## config.mk

```make
export PLATFORM = sky130hd
export DESIGN_NAME = mux_n1_pipe
export DESIGN_NICKNAME = d
export VERILOG_FILES = /design/src/rtl/mux_n1_pipe_pkg.sv /design/src/rtl/mux_n1_pipe_rr_arbiter.sv /design/src/rtl/mux_n1_pipe.sv
export SDC_FILE = /design/constraint.sdc
export NUM_CORES = 1
export LEC_CHECK = 0
export CAP_MARGIN = 40
export CORE_ASPECT_RATIO = 0.8
export CORE_MARGIN = 2
export CORE_UTILIZATION = 45
export DETAILED_ROUTE_END_ITERATION = 8
export DONT_BUFFER_PORTS = 1
export MAX_ROUTING_LAYER = met4
export PLACE_DENSITY = 0.61
export SYNTH_ARGS = -nofsm -noshare
export SYNTH_HDL_FRONTEND = slang
export SYNTH_SLANG_ARGS = --single-unit
```

## constraint.sdc

```tcl
create_clock -name clk_in -period 1.9 [get_ports clk_in]
set_clock_uncertainty 0.1 [all_clocks]
set_input_delay 0.38 -clock clk_in [delete_from_list [all_inputs] [get_ports clk_in]]
set_output_delay 0.38 -clock clk_in [all_outputs]
set_load 0.02 [all_outputs]
```

## src/rtl/mux_n1_pipe_pkg.sv

```systemverilog
// Shared constants for the N:1 pipelined multiplexer.
package mux_n1_pipe_pkg;

  localparam logic        MODE_FIXED = 1'b0;
  localparam logic        MODE_RR    = 1'b1;
  localparam int unsigned XFER_CNT_W = 16;

endpackage

```

## src/rtl/mux_n1_pipe_rr_arbiter.sv

```systemverilog
// Round-robin arbiter: grants the first requester after ptr, wrapping modulo N_CH.
// Only instantiated when MUX_RR_EN is defined.
module mux_n1_pipe_rr_arbiter #(
  parameter int unsigned N_CH  = 4,
  parameter int unsigned SEL_W = $clog2(N_CH)
) (
  input  logic [N_CH-1:0]  req,
  input  logic [SEL_W-1:0] ptr,
  output logic [SEL_W-1:0] gnt_idx,
  output logic             gnt_vld
);

  logic [SEL_W-1:0] cand;

  // Walk the search order backwards so the nearest requester after ptr is written last.
  always_comb begin
    gnt_idx = '0;
    gnt_vld = 1'b0;
    cand    = '0;
    for (int unsigned i = N_CH; i >= 1; i--) begin
      cand = SEL_W'((32'(ptr) + i) % N_CH);
      if (req[cand]) begin
        gnt_idx = cand;
        gnt_vld = 1'b1;
      end
    end
  end

endmodule

```

## src/rtl/mux_n1_pipe.sv

```systemverilog
// N:1 valid/ready multiplexer with a registered output and transfer counter.
// Define MUX_RR_EN to build the round-robin arbiter selectable through mode_in.
module mux_n1_pipe
  import mux_n1_pipe_pkg::*;
#(
  parameter int unsigned N_CH   = 4,
  parameter int unsigned DATA_W = 8,
  parameter int unsigned SEL_W  = $clog2(N_CH)
) (
  input  logic                   clk_in,
  input  logic                   rst_n_in,
  input  logic [N_CH*DATA_W-1:0] data_in,
  input  logic [N_CH-1:0]        valid_in,
  output logic [N_CH-1:0]        ready_out,
  input  logic [SEL_W-1:0]       sel_in,
  input  logic                   mode_in,
  output logic [DATA_W-1:0]      y_out,
  output logic                   y_valid_out,
  input  logic                   y_ready_in,
  output logic [SEL_W-1:0]       y_ch_out,
  output logic [XFER_CNT_W-1:0]  xfer_cnt_out
);

  logic [DATA_W-1:0]     y_q;
  logic                  y_valid_q;
  logic [SEL_W-1:0]      y_ch_q;
  logic [XFER_CNT_W-1:0] cnt_q;

  logic [SEL_W-1:0]  gnt_idx;
  logic              gnt_vld;
  logic              acc;
  logic              xfer;
  logic [DATA_W-1:0] data_sel;

`ifdef MUX_RR_EN
  logic [SEL_W-1:0] rr_ptr_q;
  logic [SEL_W-1:0] rr_idx;
  logic             rr_vld;

  mux_n1_pipe_rr_arbiter #(
    .N_CH  (N_CH),
    .SEL_W (SEL_W)
  ) u_rr_arbiter (
    .req     (valid_in),
    .ptr     (rr_ptr_q),
    .gnt_idx (rr_idx),
    .gnt_vld (rr_vld)
  );

  always_comb begin
    if (mode_in == MODE_RR) begin
      gnt_idx = rr_idx;
      gnt_vld = rr_vld;
    end else begin
      gnt_idx = sel_in;
      gnt_vld = (32'(sel_in) < N_CH);
    end
  end

  always_ff @(posedge clk_in or negedge rst_n_in) begin
    if (!rst_n_in) begin
      rr_ptr_q <= SEL_W'(N_CH - 1);
    end else if (xfer) begin
      rr_ptr_q <= gnt_idx;
    end
  end
`else
  logic unused_mode;
  assign unused_mode = mode_in;
  assign gnt_idx     = sel_in;
  assign gnt_vld     = (32'(sel_in) < N_CH);
`endif

  assign acc = !y_valid_q | y_ready_in;

  // Ready follows the grant and accept state only, never valid_in of the granted channel.
  always_comb begin
    ready_out = '0;
    xfer      = 1'b0;
    data_sel  = '0;
    for (int k = 0; k < N_CH; k++) begin
      if (rst_n_in && gnt_vld && gnt_idx == SEL_W'(k)) begin
        ready_out[k] = acc;
        xfer         = valid_in[k] & acc;
        data_sel     = data_in[k*DATA_W +: DATA_W];
      end
    end
  end

  always_ff @(posedge clk_in or negedge rst_n_in) begin
    if (!rst_n_in) begin
      y_q       <= '0;
      y_valid_q <= 1'b0;
      y_ch_q    <= '0;
      cnt_q     <= '0;
    end else begin
      if (xfer) begin
        y_q       <= data_sel;
        y_ch_q    <= gnt_idx;
        y_valid_q <= 1'b1;
        cnt_q     <= cnt_q + 1'b1;
      end else if (y_ready_in) begin
        y_valid_q <= 1'b0;
      end
    end
  end

  assign y_out        = y_q;
  assign y_valid_out  = y_valid_q;
  assign y_ch_out     = y_ch_q;
  assign xfer_cnt_out = cnt_q;

endmodule
```

==> flow_summary.toml <==
[yosys]
synthTopCellsByCount = "27 x dfrtp_1, 26 x nand2_1, 16 x nand3_1"
synth_seq_cells = 27
async_reset_ff_frac = 1.00
synth_fp_nets = 173
yosysTopAreaCell = "dfrtp_1"
syn_area_per_cell_um2 = 11.0
seq_area_frac_synth = 0.472
synth_warnings = 0
synth_ff_type = "dfrtp_1"
synthTopCellsByArea = "dfrtp_1 47%, mux4_2 13%, nand2_1 6.8%"
synth_area_um2 = 1430
syn_inst = 130
synth.most_common_cell = "dfrtp_1"
yosys.area.top_type_share = 0.472
synth-edff-count = 0
synthDistinctLibCells = 24

[routing]
routed-via-count = 1065
via_per_inst = 5.92
wirelength_mm = 3.14
dr.pass1.iters = 4
route.detailed.drc = 0
wire_per_inst_um = 17.4
drtIter0Drc = 51
ant_nets = 0

[cts]
postCtsSetupBuffers = 0
cts_root_buf = "clkbuf_8"
cts_sinks = 27
cts_buffers = 3
path_clk_slew_ns = 0.08
clockBufferDepth = 2
htreeDepth = 1
clk_latency_ns = 0.27
tritoncts = "built"

[final_layout]
drive_above_1_share = 0.179
nets = 184
fillCellCount = 305
diodes = 0
synthToLayoutAreaGrowth_pct = 11.5
multi_input_area_um2 = 709
seq_area_um2 = 676

[die]
dieArea_um2 = 3650
coreArea_um2 = 3060
rows = 18
dieHeight_um = 54.4
ios = 73
start_util = 0.467
die_w_um = 67.0

[timing]
period_needed_ns = 1.77
maxSlewViolCount = 0
max_freq_ghz = 0.564
relSlewSlack = 0.729
tightest_slew_ns = 0.407
min_period_over_period = 0.933
tns_ns = 0
holdWs_ns = 0.135
finalHoldViolCount = 0
rsz0062_at_grt = "no"
setup_viol = 0

[place]
numPortBuffers = 0
gp_congestion = 0.753
hpwl_mm = 2.31

[worst_setup_path]
worst_ep_required_time_ns = 1.42
reg2reg_depth = 4
crit_fanout = 6
crit_arrival_ns = 1.29
r2r_start = "xfer_cnt_out[1]"
timing_worst_setup_path_type = "flop to output pin"
worstReg2RegEnd = "xfer_cnt_out[10]"
cp-end-kind = "output pin"
reg2reg_slack_ns = 0.29
startpoint_type = "flop"

[worst_hold_path]
hold_end = "y_out[4]"
min_from = "rst_n_in"
hold_depth = 2
hp-class = "primary input to flop"

[grt]
grt_max_degree = 28
antenna_found_initial = 0
grt.total_usage = 0.180
grt_pass1_vias = 1016
grt_pass1_wl_mm = 4.69
grt_overflow_total = 0

[pwr]
leakage_nw = 0.754
p_per_area_nw_per_um2 = 919
power.total_mw = 1.46
ir_drop_mv = 0.393

[run_status]
status = "finished clean"

[run]
cap_violations = 0
## worst max-delay path by stage
stage	cells after the start	start	endpoint
floorplan	3	sel_in[1]	ready_out[2]
global placement	5	sel_in[0]	y_out[5]
detailed placement	5	sel_in[0]	y_out[5]
CTS	4	y_valid_out	ready_out[2]
global route	3	y_valid_out	ready_out[1]
finish	3	y_valid_out	ready_out[1]
## flip-flops by register name (all words and copies together) (netlist names)
name / cells
y_valid_out: 1
y_ch_out: 2
xfer_cnt_out: 16
y_out: 8
## what timing repair did
| item | in CTS | in global routing |
|---|---|---|
| hold buffers | 2 | 0 |
| resized for setup | 0 | 1 |
| endpoints found under the hold margin | 27 | 0 |
| endpoints found under the setup margin | 0 | 3 |
## area by class of cell
type	count	area share
tap	40	0.0314
multi-input combinational	95	0.445
inverter	2	0.00471
clock inverter	1	0.00314
clock buffer	3	0.0259
sequential	27	0.424
timing repair buffer	12	0.0659
## power breakdown
| group | total, mW | switching [mW] | internal [mW] |
|---|---|---|---|
| Sequential | 0.867 | 0.200 | 0.666 |
| Combinational | 0.276 | 0.140 | 0.135 |
| Clock | 0.322 | 0.175 | 0.147 |
## metal layers
metal,vias up,routed length (um),global-route usage
li1,485,-,-
met1,519,1300,0.231
met2,57,1540,0.285
met3,4,266,0.0432
met4,0,29,0.0544
met5,-,0,-
## placed cells by master, fill, tap and decap left out, drive strengths merged, types with 3 or more instances in the layout
master / count
dfrtp: 27
nand2: 27
nand3: 16
buf: 11
xnor2: 10
mux4: 9
nor3: 7
nand4: 5
xor2: 5
nor2: 3
and4: 3
and3: 3
clkbuf: 3
## critical path, cell delays in order (launching register included)
cell and delay [ns]:
dfrtp_1 0.40, nand2b_2 0.13, nand3_1 0.15, nor2_1 0.34
## per-stage QoR
step / utilization / worst slack [ns] / area (um2) / std cells
after global placement: 0.495 / 0.0943 / 1520 / 174
final: 0.520 / 0.127 / 1590 / 180
after global routing: 0.520 / 0.0272 / 1590 / 180
after floorplan: - / 0.0955 / 1430 / 130
after detailed placement: 0.495 / 0.0717 / 1520 / 174
after CTS: 0.520 / 0.0202 / 1590 / 180
## kinds of logic after synthesis
group | Yosys count | synth area share
compound gates | 2 | 0.00875
xor+xnor | 15 | 0.0919
fa+ha+maj | 1 | 0.00875
buf+inv | 8 | 0.0332
flops | 27 | 0.472
mux | 11 | 0.158
simple gates | 66 | 0.227
No activity file was read; power rests on OpenSTA's default activity.
